==> config.mk <==
export PLATFORM = sky130hd
export DESIGN_NAME = regfile_write_arbiter
export DESIGN_NICKNAME = d
export VERILOG_FILES = /design/src/rtl/regfile_write_arbiter.sv
export SDC_FILE = /design/constraint.sdc
export NUM_CORES = 1
export LEC_CHECK = 0
export CELL_PAD_IN_SITES_DETAIL_PLACEMENT = 1
export CELL_PAD_IN_SITES_GLOBAL_PLACEMENT = 1
export CORE_MARGIN = 2
export CORE_UTILIZATION = 41
export CTS_CLUSTER_DIAMETER = 30
export DETAILED_ROUTE_END_ITERATION = 10
export DONT_BUFFER_PORTS = 1
export PLACE_DENSITY = 0.71
export SLEW_MARGIN = 20
export SYNTH_ARGS = -nofsm -noshare
export SYNTH_HDL_FRONTEND = slang
export SYNTH_SLANG_ARGS = --single-unit
==> constraint.sdc <==
create_clock -name clock -period 4.5 [get_ports clock]
set_input_delay 0.45 -clock clock [delete_from_list [all_inputs] [get_ports clock]]
set_output_delay 0.45 -clock clock [all_outputs]
set_load 0.005 [all_outputs]
==> src/rtl/regfile_write_arbiter.sv <==
// Arbitrates the single register-file write port between execute and load writebacks.
// Tracks outstanding load destinations for decode RAW detection and execute WAW ordering.
module regfile_write_arbiter #(
    parameter int unsigned ROUND_ROBIN = 1
) (
    input  logic        clock,
    input  logic        reset,
    input  logic        exValid,
    input  logic [4:0]  exAddress,
    input  logic [31:0] exData,
    output logic        exReady,
    input  logic        ldValid,
    input  logic [4:0]  ldAddress,
    input  logic [31:0] ldData,
    output logic        ldReady,
    input  logic        issueValid,
    input  logic [4:0]  issueAddress,
    input  logic [4:0]  rs1Address,
    input  logic [4:0]  rs2Address,
    output logic        hazard,
    output logic [4:0]  rdAddress,
    output logic [31:0] rd,
    output logic        rdWriteEnable
);

    logic [31:0] pending_q, pending_d;
    logic        last_ld_q;
    logic        ex_elig, ld_elig;
    logic        grant_ex, grant_ld;

    always_comb begin
        // An execute write must not overtake an outstanding load to the same register.
        ex_elig  = exValid && !pending_q[exAddress];
        ld_elig  = ldValid;
        grant_ex = 1'b0;
        grant_ld = 1'b0;
        if (!reset) begin
            if (ex_elig && ld_elig) begin
                if (ROUND_ROBIN != 0 && last_ld_q) begin
                    grant_ex = 1'b1;
                end else begin
                    grant_ld = 1'b1;
                end
            end else begin
                grant_ex = ex_elig;
                grant_ld = ld_elig;
            end
        end
    end

    assign exReady = grant_ex;
    assign ldReady = grant_ld;

    assign hazard = (rs1Address != 5'd0 && pending_q[rs1Address]) ||
                    (rs2Address != 5'd0 && pending_q[rs2Address]);

    always_comb begin
        pending_d = pending_q;
        if (grant_ld) begin
            pending_d[ldAddress] = 1'b0;
        end
        // Set after clear so a load issued to the register just returned stays pending.
        if (issueValid && issueAddress != 5'd0) begin
            pending_d[issueAddress] = 1'b1;
        end
        pending_d[0] = 1'b0;
    end

    always_ff @(posedge clock) begin
        if (reset) begin
            pending_q     <= '0;
            last_ld_q     <= 1'b0;
            rdAddress     <= '0;
            rd            <= '0;
            rdWriteEnable <= 1'b0;
        end else begin
            pending_q <= pending_d;
            if (grant_ex || grant_ld) begin
                last_ld_q <= grant_ld;
            end
            if (grant_ex) begin
                rdAddress     <= exAddress;
                rd            <= exData;
                rdWriteEnable <= (exAddress != 5'd0);
            end else if (grant_ld) begin
                rdAddress     <= ldAddress;
                rd            <= ldData;
                rdWriteEnable <= (ldAddress != 5'd0);
            end else begin
                rdWriteEnable <= 1'b0;
            end
        end
    end

endmodule

Word-level counts from Yosys, hierarchy flattened
Index checks and enable logic that the tools add are counted.
- register bits: 71
- input port bits: 94
- word-level logic and storage cells: 56
- order comparisons: 7
- muxes and demuxes: 24
- reductions and logical operators: 16
- bitwise gates (word level): 3
- operators with widths (cell ; number):
    32-bit two-way mux ; 4
    32-bit AND ; 1
    32-bit inverter ; 1
    32-bit bitwise OR ; 1
    5-bit by 6-bit < comparator with 1-bit output, second input constant ; 5
    5-bit nonzero test ; 5
    1-bit binary-select mux with 5-bit select ; 3
    1-bit two-way mux ; 13
    1-bit demux with 5-bit select ; 2
    5-bit by 1-bit greater-or-equal comparator with 1-bit output, second input constant ; 2
    5-bit two-way mux ; 2
    1-bit logical AND ; 7
    1-bit logical OR ; 2
    2-bit nonzero test ; 1
    1-bit zero test ; 1

Longest topological paths before layout
Gate-level depths: netlist of run 1.
- depth in word-level cells: 10
- depth in mapped cells: 9

Worst setup path after synthesis of run 1
Ideal clock, no wire load.
- path type: input to output
- from: in rs1Address[0]
- to: out hazard
- slack: 1.984 ns
- required time: 4.050 ns
- stages: 5
- buffers on the path: 1
- arrival: 2.066 ns
- path through: clkbuf_1 mux4_2 mux4_2 mux2i_1 nand2_1
- longest elaborated chain between the ends: 4
- elaborated cells on any way between the ends: 5
- those cells by class: mux: 2; reduce/logical: 3
- RTL lines (what ; RTL line ; RTL):
    start, declared ; 18 ; input logic [4:0] rs1Address,
    1-bit binary-select mux with 5-bit select ; 54 ; assign hazard = (rs1Address != 5'd0 && pending_q[rs1Address]) ||
    1-bit two-way mux (not written as such) ; 54 ;
    1-bit logical AND * ; 54 ;
    1-bit logical OR * ; 54 ;
    end, declared ; 20 ; output logic hazard,
Mark *: on every way between the ends. The rest lies on a longest branch, timed or not. The select of a mux whose other input is x is not followed.

Final worst setup path of run 1
- from: reg pending_q[7]
- to: out exReady
- longest elaborated chain between the ends: 7
- RTL lines (what ; RTL line ; RTL):
    start, declared ; 26 ; logic [31:0] pending_q, pending_d;
    start signal, assigned ; 77 ; pending_q <= pending_d;
    1-bit binary-select mux with 5-bit select * ; 33 ; ex_elig = exValid && !pending_q[exAddress];
    1-bit two-way mux (not written as such) * ; 33 ;
    1-bit zero test * ; 33 ;
    1-bit logical AND * ; 33 ;
    1-bit logical AND ; 38 ; if (ex_elig && ld_elig) begin
    1-bit two-way mux * ; 38 ;
    1-bit two-way mux * ; 37 ; if (!reset) begin
    end, declared ; 11 ; output logic exReady,
Marked as above.

==> results.json, run 1 <==
{
  "worstSetupPathType": "reg -> out",
  "drt-wirelength-per-cell_microns": 23.2,
  "fmax_ghz": 0.310,
  "cts_made_buffers": 9,
  "drc": 0,
  "synthDistinctLibCells": 45,
  "tightest_slew_ns": 0.733,
  "hold_path_class": "in -> reg",
  "dieArea_sq_um": 10700,
  "synth_top_area_cell": "dfxtp_1",
  "tns_ns": 0,
  "port_buffers": 0,
  "clock_latency_ns": 0.36,
  "die_h_microns": 104,
  "hold_buffers": 0,
  "finalHoldViolations": 0,
  "ys_seq_area_frac": 0.344,
  "ioPinCount": 135,
  "p_sw_uw": 383,
  "place_congestion": 0.864,
  "cp-end-kind": "primary output",
  "seq_power_share": 0.494,
  "root_buffer": "clkbuf_8",
  "routed-via-count": 3708,
  "relSlewSlack": 0.511,
  "cts-resized-gates": 0,
  "worst_slack_ns": 1.27,
  "crit_path_end": "exReady",
  "grt_usage": 0.249,
  "place_ws_ns": 1.45,
  "ys_seq_elements": 70,
  "grt_pass1_vias": 3814,
  "ys_warn_count": 0,
  "avgViaCountPerCell": 6.56,
  "startpoint": "pending_q[7]",
  "r2r-end": "rdAddress[4]",
  "hpwlAfterDp_microns": 9140,
  "worstPathArrival_ns": 2.78,
  "pwr-share-comb": 0.125,
  "yosys-top-cells-area": "dfxtp_1, mux4_2, nand2_1, o31ai_1, a31oi_1",
  "fp.coreArea_sq_um": 9680,
  "period_minus_slack_ns": 3.23,
  "postRouteWirelength_microns": 13100,
  "clk_pin_slew_ns": 0.08,
  "dp.cells": 551,
  "cts_tree": "built",
  "swShare": 0.277,
  "synth-edff-count": 0,
  "power.share.clock": 0.381,
  "ant_nets": 0,
  "hp-start": "reset",
  "first_pass_iters": 4,
  "cp_data_required_time_ns": 4.05,
  "fin_skew_ns": 0.0159,
  "syn_area_per_cell_sq_um": 8.81,
  "layout.nets": 523,
  "synth.top_cell.area_share": 0.344,
  "num_rows": 36,
  "intPower_uw": 1000,
  "htreeDepth": 3,
  "diodes": 0,
  "finalSetupViolCount": 0,
  "area_growth_pct": 4.82,
  "status": "finished, final reports clean",
  "layout-drive-gt1-share": 0.148,
  "critPathMaxFanout": 38,
  "postCtsSetupBuffers": 0,
  "p_leak_uw": 0.00136,
  "synth_cells": 462,
  "synth_ff_type": "dfxtp_1",
  "reg2reg_slack_ns": 1.52,
  "antenna_found_initial": 0,
  "grt_pass1_wl_microns": 21300,
  "peakVddDrop_mv": 0.115,
  "drt_iter0_markers": 242,
  "cts_buffer_depth": 2,
  "reg2reg_depth": 8,
  "syn_area_sq_um": 4070,
  "grt-ovfl-total": 0,
  "drv_slew": 0,
  "reg2reg_from": "pending_q[7]",
  "power_density_nw_per_um2": 324,
  "final_area_sq_um": 4270,
  "placed_cell_area_sq_um": 4070,
  "start_util": 0.420,
  "die_width_microns": 104,
  "rsz0062_at_grt": "false",
  "post-route-period-util": 0.718,
  "syn_nets": 556,
  "cap_viol_max_count": 0,
  "ys_async_sr_fraction": 0,
  "fin_cells": 565,
  "start_kind": "register",
  "cts.sinks": 70,
  "grt_max_degree": 52
}
worst min-delay path by stage:
stage	cells after the start	slack (ns)	end
finish	1	0.16	pending_q[27]
global route	1	0.13	pending_q[27]
CTS	1	0.13	pending_q[27]
detailed placement	2	0.49	rd[26]
global placement	2	0.48	rd[26]
floorplan	2	0.46	rd[0]
metal layers:
layer  up-vias  GRT usage  wire length (microns)
met2       142      0.404                   6230
met3        18     0.0667                   1040
met1      1860      0.323                   5630
li1       1688          -                      -
met4         0     0.0811                    224
met5         -          0                      0
critical path: stages (launching register included):
cell       delay [ns]
dfxtp_1          0.40
mux2i_1          0.12
a221oi_1         0.30
a2bb2oi_1        0.51
a2bb2oi_4        0.19
buf_4            0.41
or3_1            0.39
inv_1            0.10
power by group through the flow:
stage	clock, uW	combinational (uW)	sequential [uW]
6_report	528	173	684
5_1_grt	567	192	688
4_1_cts	540	174	684
3_5_place_dp	0	173	698
3_3_place_gp	0	167	698
2_1_floorplan	0	162	687
cells in the mapped netlist, types with 3 or more instances:
| cell type | number |
|---|---|
| a211oi_1 | 6 |
| a211oi_2 | 6 |
| a21oi_1 | 26 |
| a2bb2oi_1 | 3 |
| a311oi_1 | 4 |
| a31oi_1 | 37 |
| a41oi_1 | 4 |
| and2_1 | 5 |
| buf_2 | 8 |
| buf_4 | 6 |
| clkbuf_1 | 34 |
| dfxtp_1 | 70 |
| inv_1 | 7 |
| mux2_2 | 3 |
| mux2i_1 | 6 |
| mux4_2 | 23 |
| nand2_1 | 93 |
| nand3_1 | 4 |
| nand3b_1 | 4 |
| nor2_1 | 9 |
| nor2b_1 | 6 |
| nor3_1 | 3 |
| nor3b_1 | 3 |
| o21ai_0 | 17 |
| o311ai_0 | 12 |
| o31ai_1 | 36 |
| or2_2 | 3 |
state kept, by name, indices dropped and copies added (netlist names):
register	flops
rdWriteEnable	1
rdAddress	5
rd	32
last_ld_q	1
pending_q	31
cells in the final DEF, fill, tap and decap left out, types with 2 or more instances in the layout:
master / instances
nor3_1: 3
nand2_1: 93
inv_1: 7
nor3b_1: 3
a21oi_1: 26
and3_1: 2
a211oi_2: 6
inv_2: 2
or3b_2: 2
a41oi_1: 4
o31ai_1: 36
a2bb2oi_1: 2
nand3b_1: 4
and2_1: 5
a311oi_2: 2
a311oi_1: 4
buf_4: 5
mux2i_1: 6
o311ai_0: 12
dfxtp_1: 70
clkinvlp_4: 2
nand2b_1: 2
o21ai_0: 17
mux4_2: 23
nor2_1: 9
mux2_2: 3
or2_2: 3
a31oi_1: 37
a211oi_1: 6
nor2b_1: 5
a311o_1: 2
clkbuf_8: 11
nand3_1: 4
kinds of logic after synthesis:
| kind of cell | synth area share |
|---|---|
| AO/OA/AOI/OAI | 0.286 |
| buffers and inverters | 0.0633 |
| flip-flops | 0.344 |
| multiplexers | 0.150 |
| AND/OR/NAND/NOR | 0.156 |
layout make-up:
type                            instances  area (sq um)
Clock buffer                           11           151
Clock inverter                          3          45.0
Fill cell                            1112          5420
Inverter                                9          33.8
Multi-Input combinational cell        334          2430
Sequential cell                        70          1400
Tap cell                              133           166
Timing Repair Buffer                    5          37.5
per-stage QoR:
stage / power (uW) / hold WS (ns) / util
after floorplan: 849 / 0.464 / -
after global placement: 865 / 0.477 / 0.420
after detailed placement: 871 / 0.486 / 0.420
after CTS: 1400 / 0.130 / 0.441
after global routing: 1450 / 0.130 / 0.441
final: 1380 / 0.159 / 0.441
(Power assumes the default switching activity.)
==> run 2, diff against run 1 <==
==> constraint.sdc (replaced) <==
create_clock -name clock -period 3.3 [get_ports clock]
set_input_delay 0.33 -clock clock [delete_from_list [all_inputs] [get_ports clock]]
set_output_delay 0.33 -clock clock [all_outputs]
set_load 0.005 [all_outputs]
==> run 2 against run 1 <==
Against the previous run: count of clock-buffer cells in the layout shrank 2; sequential share of layout area down 0.067 points; final area increased by 0.21%; worst setup slack worse by 1.1 ns; sequential power rose by 37%; power up 33%; clock power is 26% higher; clock skew hardly changed; largest power group unchanged; highest routed layer unchanged.
==> results.json, run 2 (synthesis gave the netlist of run 1 again) <==
{
  "status": "finished, final reports clean",
  "fin_skew_ns": 0.0156,
  "fp.coreArea_sq_um": 9680,
  "cts_buffer_depth": 2,
  "grt_pass1_wl_microns": 22200,
  "peakVddDrop_mv": 0.208,
  "cts-resized-gates": 0,
  "largest_reg_flops": 32,
  "hold_path_class": "in -> reg",
  "hold_buffers": 0,
  "post-route-period-util": 0.952,
  "grt_pass1_vias": 4007,
  "ant_nets": 0,
  "regMostFlops": "rd",
  "ioPinCount": 135,
  "layout.nets": 526,
  "drc": 0,
  "grt_usage": 0.259,
  "drv_slew": 0,
  "finalHoldViolations": 0,
  "worst_slack_ns": 0.160,
  "antenna_found_initial": 0,
  "first_pass_iters": 4,
  "fillers": 1130,
  "root_buffer": "clkbuf_8",
  "reg2reg_slack_ns": 0.27,
  "area_growth_pct": 5.04,
  "cts.sinks": 70,
  "hpwlAfterDp_microns": 9840,
  "place_congestion": 0.873,
  "finalSetupViolCount": 0,
  "top_regs": "rd: 32 flops, pending_q: 31 flops, rdAddress: 5 flops",
  "clk_pin_slew_ns": 0.09,
  "final_common_cell": "nand2_1",
  "worstSetupPathType": "reg -> out",
  "port_buffers": 0,
  "start_util": 0.420,
  "routed-via-count": 3749,
  "cp-end-kind": "primary output",
  "die_width_microns": 104,
  "drt-wirelength-per-cell_microns": 24.4,
  "grt-ovfl-total": 0,
  "power_density_nw_per_um2": 430,
  "postRouteWirelength_microns": 13900,
  "tightest_slew_ns": 1.04,
  "die_h_microns": 104,
  "diodes": 0,
  "avgViaCountPerCell": 6.58,
  "clock_latency_ns": 0.36,
  "cts_tree": "built",
  "dieArea_sq_um": 10700,
  "mostFrequentLayoutCells": "nand2_1, dfxtp_1, a31oi_1",
  "place_ws_ns": 0.292,
  "tns_ns": 0,
  "grt_max_degree": 42,
  "rsz0062_at_grt": "false",
  "relSlewSlack": 0.303,
  "cp_data_required_time_ns": 2.97,
  "num_rows": 36,
  "period_minus_slack_ns": 3.14,
  "critPathMaxFanout": 41,
  "p_leak_uw": 0.00137,
  "postCtsSetupBuffers": 0,
  "fmax_ghz": 0.318,
  "worstPathArrival_ns": 2.81,
  "htreeDepth": 3,
  "cts_made_buffers": 9,
  "start_kind": "register",
  "drt_iter0_markers": 244,
  "layout-drive-gt1-share": 0.160,
  "cap_viol_max_count": 0
}
run 2: cell types whose count changed in the layout (fill, tap and decap cells not counted), sizes merged:
cell | previous run | this run
bufinv | 1 | 0
inv | 9 | 12
clkbuf | 11 | 9
clkinv | 0 | 2
buf | 5 | 8
run 2: metal layers:
metal	GRT usage	share of wire	vias up
met4	0.118	0.033	0
met5	0	0	-
met3	0.0623	0.076	34
met1	0.313	0.40	1865
met2	0.438	0.49	157
li1	-	-	1693
run 2: final timing paths:
check	to	startpoint	cells after the start
hold / removal	pending_q[11]	reset	1
setup reg to reg	rdAddress[4]	pending_q[8]	7
hold reg to reg	rd[9]	rd[9]	2
setup / recovery	ldReady	pending_q[8]	6
run 2: metrics by stage:
step | total power [uW] | utilization | instances | hold slack [ns] | instance area [sq um]
global placement | 1180 | 0.423 | 554 | 0.405 | 4090
floorplan | 1160 | - | 462 | 0.464 | 4070
finish | 1840 | 0.442 | 570 | 0.0393 | 4280
detailed placement | 1190 | 0.423 | 554 | 0.405 | 4090
CTS | 1850 | 0.441 | 570 | 0.0278 | 4280
global route | 1920 | 0.442 | 570 | 0.0235 | 4280
run 2: layout make-up:
cell class	instances	area (sq um)	area share
clock buffers	9	124	0.0290
clock inverters	7	57.6	0.0135
inverters	9	33.8	0.00790
multi-input cells	334	2430	0.569
flip-flops and latches	70	1400	0.328
well taps	133	166	0.0389
repair buffers	8	60.1	0.0140
run 2: where the power goes:
group / total, uW / internal, uW / switching [uW]
sequential: 934 / 891 / 42.3
combinational: 240 / 93.5 / 147
clock: 663 / 283 / 380
total: 1840 / 1270 / 569
run 2: critical path: stages (launching register included):
cell and delay [ns]:
dfxtp_1 0.37, mux4_2 0.48, a22oi_1 0.25, inv_2 0.12
o311ai_4 0.85, inv_2 0.07, buf_4 0.30
==> run 3, diff against run 2 <==
--- a/config.mk
+++ b/config.mk
@@ -13,6 +13,7 @@
 export DETAILED_ROUTE_END_ITERATION = 10
 export DONT_BUFFER_PORTS = 1
 export PLACE_DENSITY = 0.71
+export REMOVE_ABC_BUFFERS = 1
 export SLEW_MARGIN = 20
 export SYNTH_ARGS = -nofsm -noshare
 export SYNTH_HDL_FRONTEND = slang
==> run 3 against run 2 <==
Against the previous run: critical path type unchanged; combinational power hardly changed; critical endpoint is now exReady; largest cell class unchanged; sequential share of layout area barely moved; final cell count down 0.53%; final area decreased by 0.15%; sequential power about the same; global-route usage down 1.0 points; worst setup slack better by 0.40 ns; via count is 0.77% lower; power increased by 1.1%.
==> results.json, run 3 (synthesis gave the netlist of run 1 again) <==
{
  "clock_latency_ns": 0.36,
  "grt_max_degree": 51,
  "first_pass_iters": 4,
  "status": "finished, final reports clean",
  "r2r-end": "pending_q[24]",
  "startpoint": "pending_q[31]",
  "hold_path_class": "in -> reg",
  "route.met2.wl_microns": 6730,
  "cp-end-kind": "primary output",
  "finalHoldViolations": 0,
  "avgViaCountPerCell": 6.56,
  "final_area_sq_um": 4270,
  "cts-resized-gates": 0,
  "hp-start": "reset",
  "die_width_microns": 104,
  "root_buffer": "clkbuf_8",
  "start_util": 0.420,
  "holdPathEnd": "pending_q[7]",
  "period_minus_slack_ns": 2.74,
  "hold_buffers": 0,
  "final_common_cell": "nand2_1",
  "finalSetupViolCount": 0,
  "die_h_microns": 104,
  "wl_met3_microns": 812,
  "relSlewSlack": 0.468,
  "tightest_slew_ns": 0.797,
  "grt-ovfl-total": 0,
  "reg2reg_slack_ns": 0.64,
  "ant_nets": 0,
  "port_buffers": 0,
  "hpwlAfterDp_microns": 9410,
  "area_growth_pct": 4.89,
  "worstSetupPathType": "reg -> out",
  "clk_pin_slew_ns": 0.07,
  "fin_skew_ns": 0.0149,
  "top_layer": "met4",
  "cts.sinks": 70,
  "grt_pass1_wl_microns": 21400,
  "drt-wirelength-per-cell_microns": 23.8,
  "diodes": 0,
  "min_path_cells": 1,
  "mostFrequentLayoutCells": "nand2_1, dfxtp_1, a31oi_1",
  "p_total_uw": 1860,
  "start_kind": "register",
  "post-route-period-util": 0.829,
  "dieArea_sq_um": 10700,
  "p_leak_uw": 0.00137,
  "worst_slack_ns": 0.564,
  "rsz0062_at_grt": "false",
  "postCtsSetupBuffers": 0,
  "peakVddDrop_mv": 0.169,
  "place_congestion": 0.824,
  "drv_slew": 0,
  "power_density_nw_per_um2": 435,
  "largest_reg_flops": 32,
  "critPathMaxFanout": 11,
  "worstPathArrival_ns": 2.41,
  "cap_viol_max_count": 0,
  "reg2reg_depth": 7,
  "wl_met1_microns": 5580,
  "reg2reg_from": "pending_q[6]",
  "fp.coreArea_sq_um": 9680,
  "num_rows": 36,
  "cp_data_required_time_ns": 2.97,
  "drc": 0,
  "routed-via-count": 3720,
  "top_regs": "rd: 32 flops, pending_q: 31 flops, rdAddress: 5 flops",
  "drt_iter0_markers": 278,
  "layout.nets": 524,
  "grt_pass1_vias": 3859,
  "ioPinCount": 135,
  "antenna_found_initial": 0,
  "htreeDepth": 3,
  "fmax_ghz": 0.365,
  "postRouteWirelength_microns": 13500,
  "cts_made_buffers": 9,
  "regMostFlops": "rd",
  "timing.hold.ws_ns": 0.0344,
  "place_ws_ns": 0.708,
  "grt_usage": 0.249,
  "cts_tree": "built",
  "placed_cell_area_sq_um": 4080,
  "cts_buffer_depth": 2,
  "layout-drive-gt1-share": 0.152
}
-- run 3: layout make-up --
class,instances,area [sq um]
multi-input combinational,334,2440
inverter,9,33.8
fill,1122,5410
tap,133,166
timing repair buffer,6,45.0
sequential,70,1400
clock inverter,6,62.6
clock buffer,9,124
-- run 3: worst max-delay path: stages, from the launching register on --
cell	delay [ns]
dfxtp_1	0.34
mux4_2	0.49
a22o_1	0.27
a21oi_1	0.22
a2bb2oi_4	0.08
or3_1	0.52
inv_1	0.14
-- run 3: how the worst max path moves through the flow --
| stage | cells after the start | slack (ns) | end |
|---|---|---|---|
| floorplan | 6 | -0.68 | exReady |
| global placement | 7 | 0.84 | rdAddress[4] |
| detailed placement | 7 | 0.71 | pending_q[13] |
| CTS | 6 | 0.54 | exReady |
| global route | 6 | 0.42 | ldReady |
| finish | 6 | 0.56 | exReady |
-- run 3: power by group --
part	switching, uW	internal [uW]	total (uW)
combinational	144	92.8	237
sequential	40.6	892	932
clock	344	345	688
total	528	1330	1860
-- run 3: per-layer routing --
layer,GRT usage,vias to the layer above
met2,0.422,121
li1,-,1685
met4,0.100,0
met1,0.304,1887
met3,0.0604,27
met5,0,-
-- run 3: through the flow --
stage	util	std cells	TNS [ns]
6_report	0.441	567	0
3_5_place_dp	0.422	552	0
5_1_grt	0.441	567	0
2_1_floorplan	-	413	-20.92
3_3_place_gp	0.422	552	0
4_1_cts	0.441	567	0
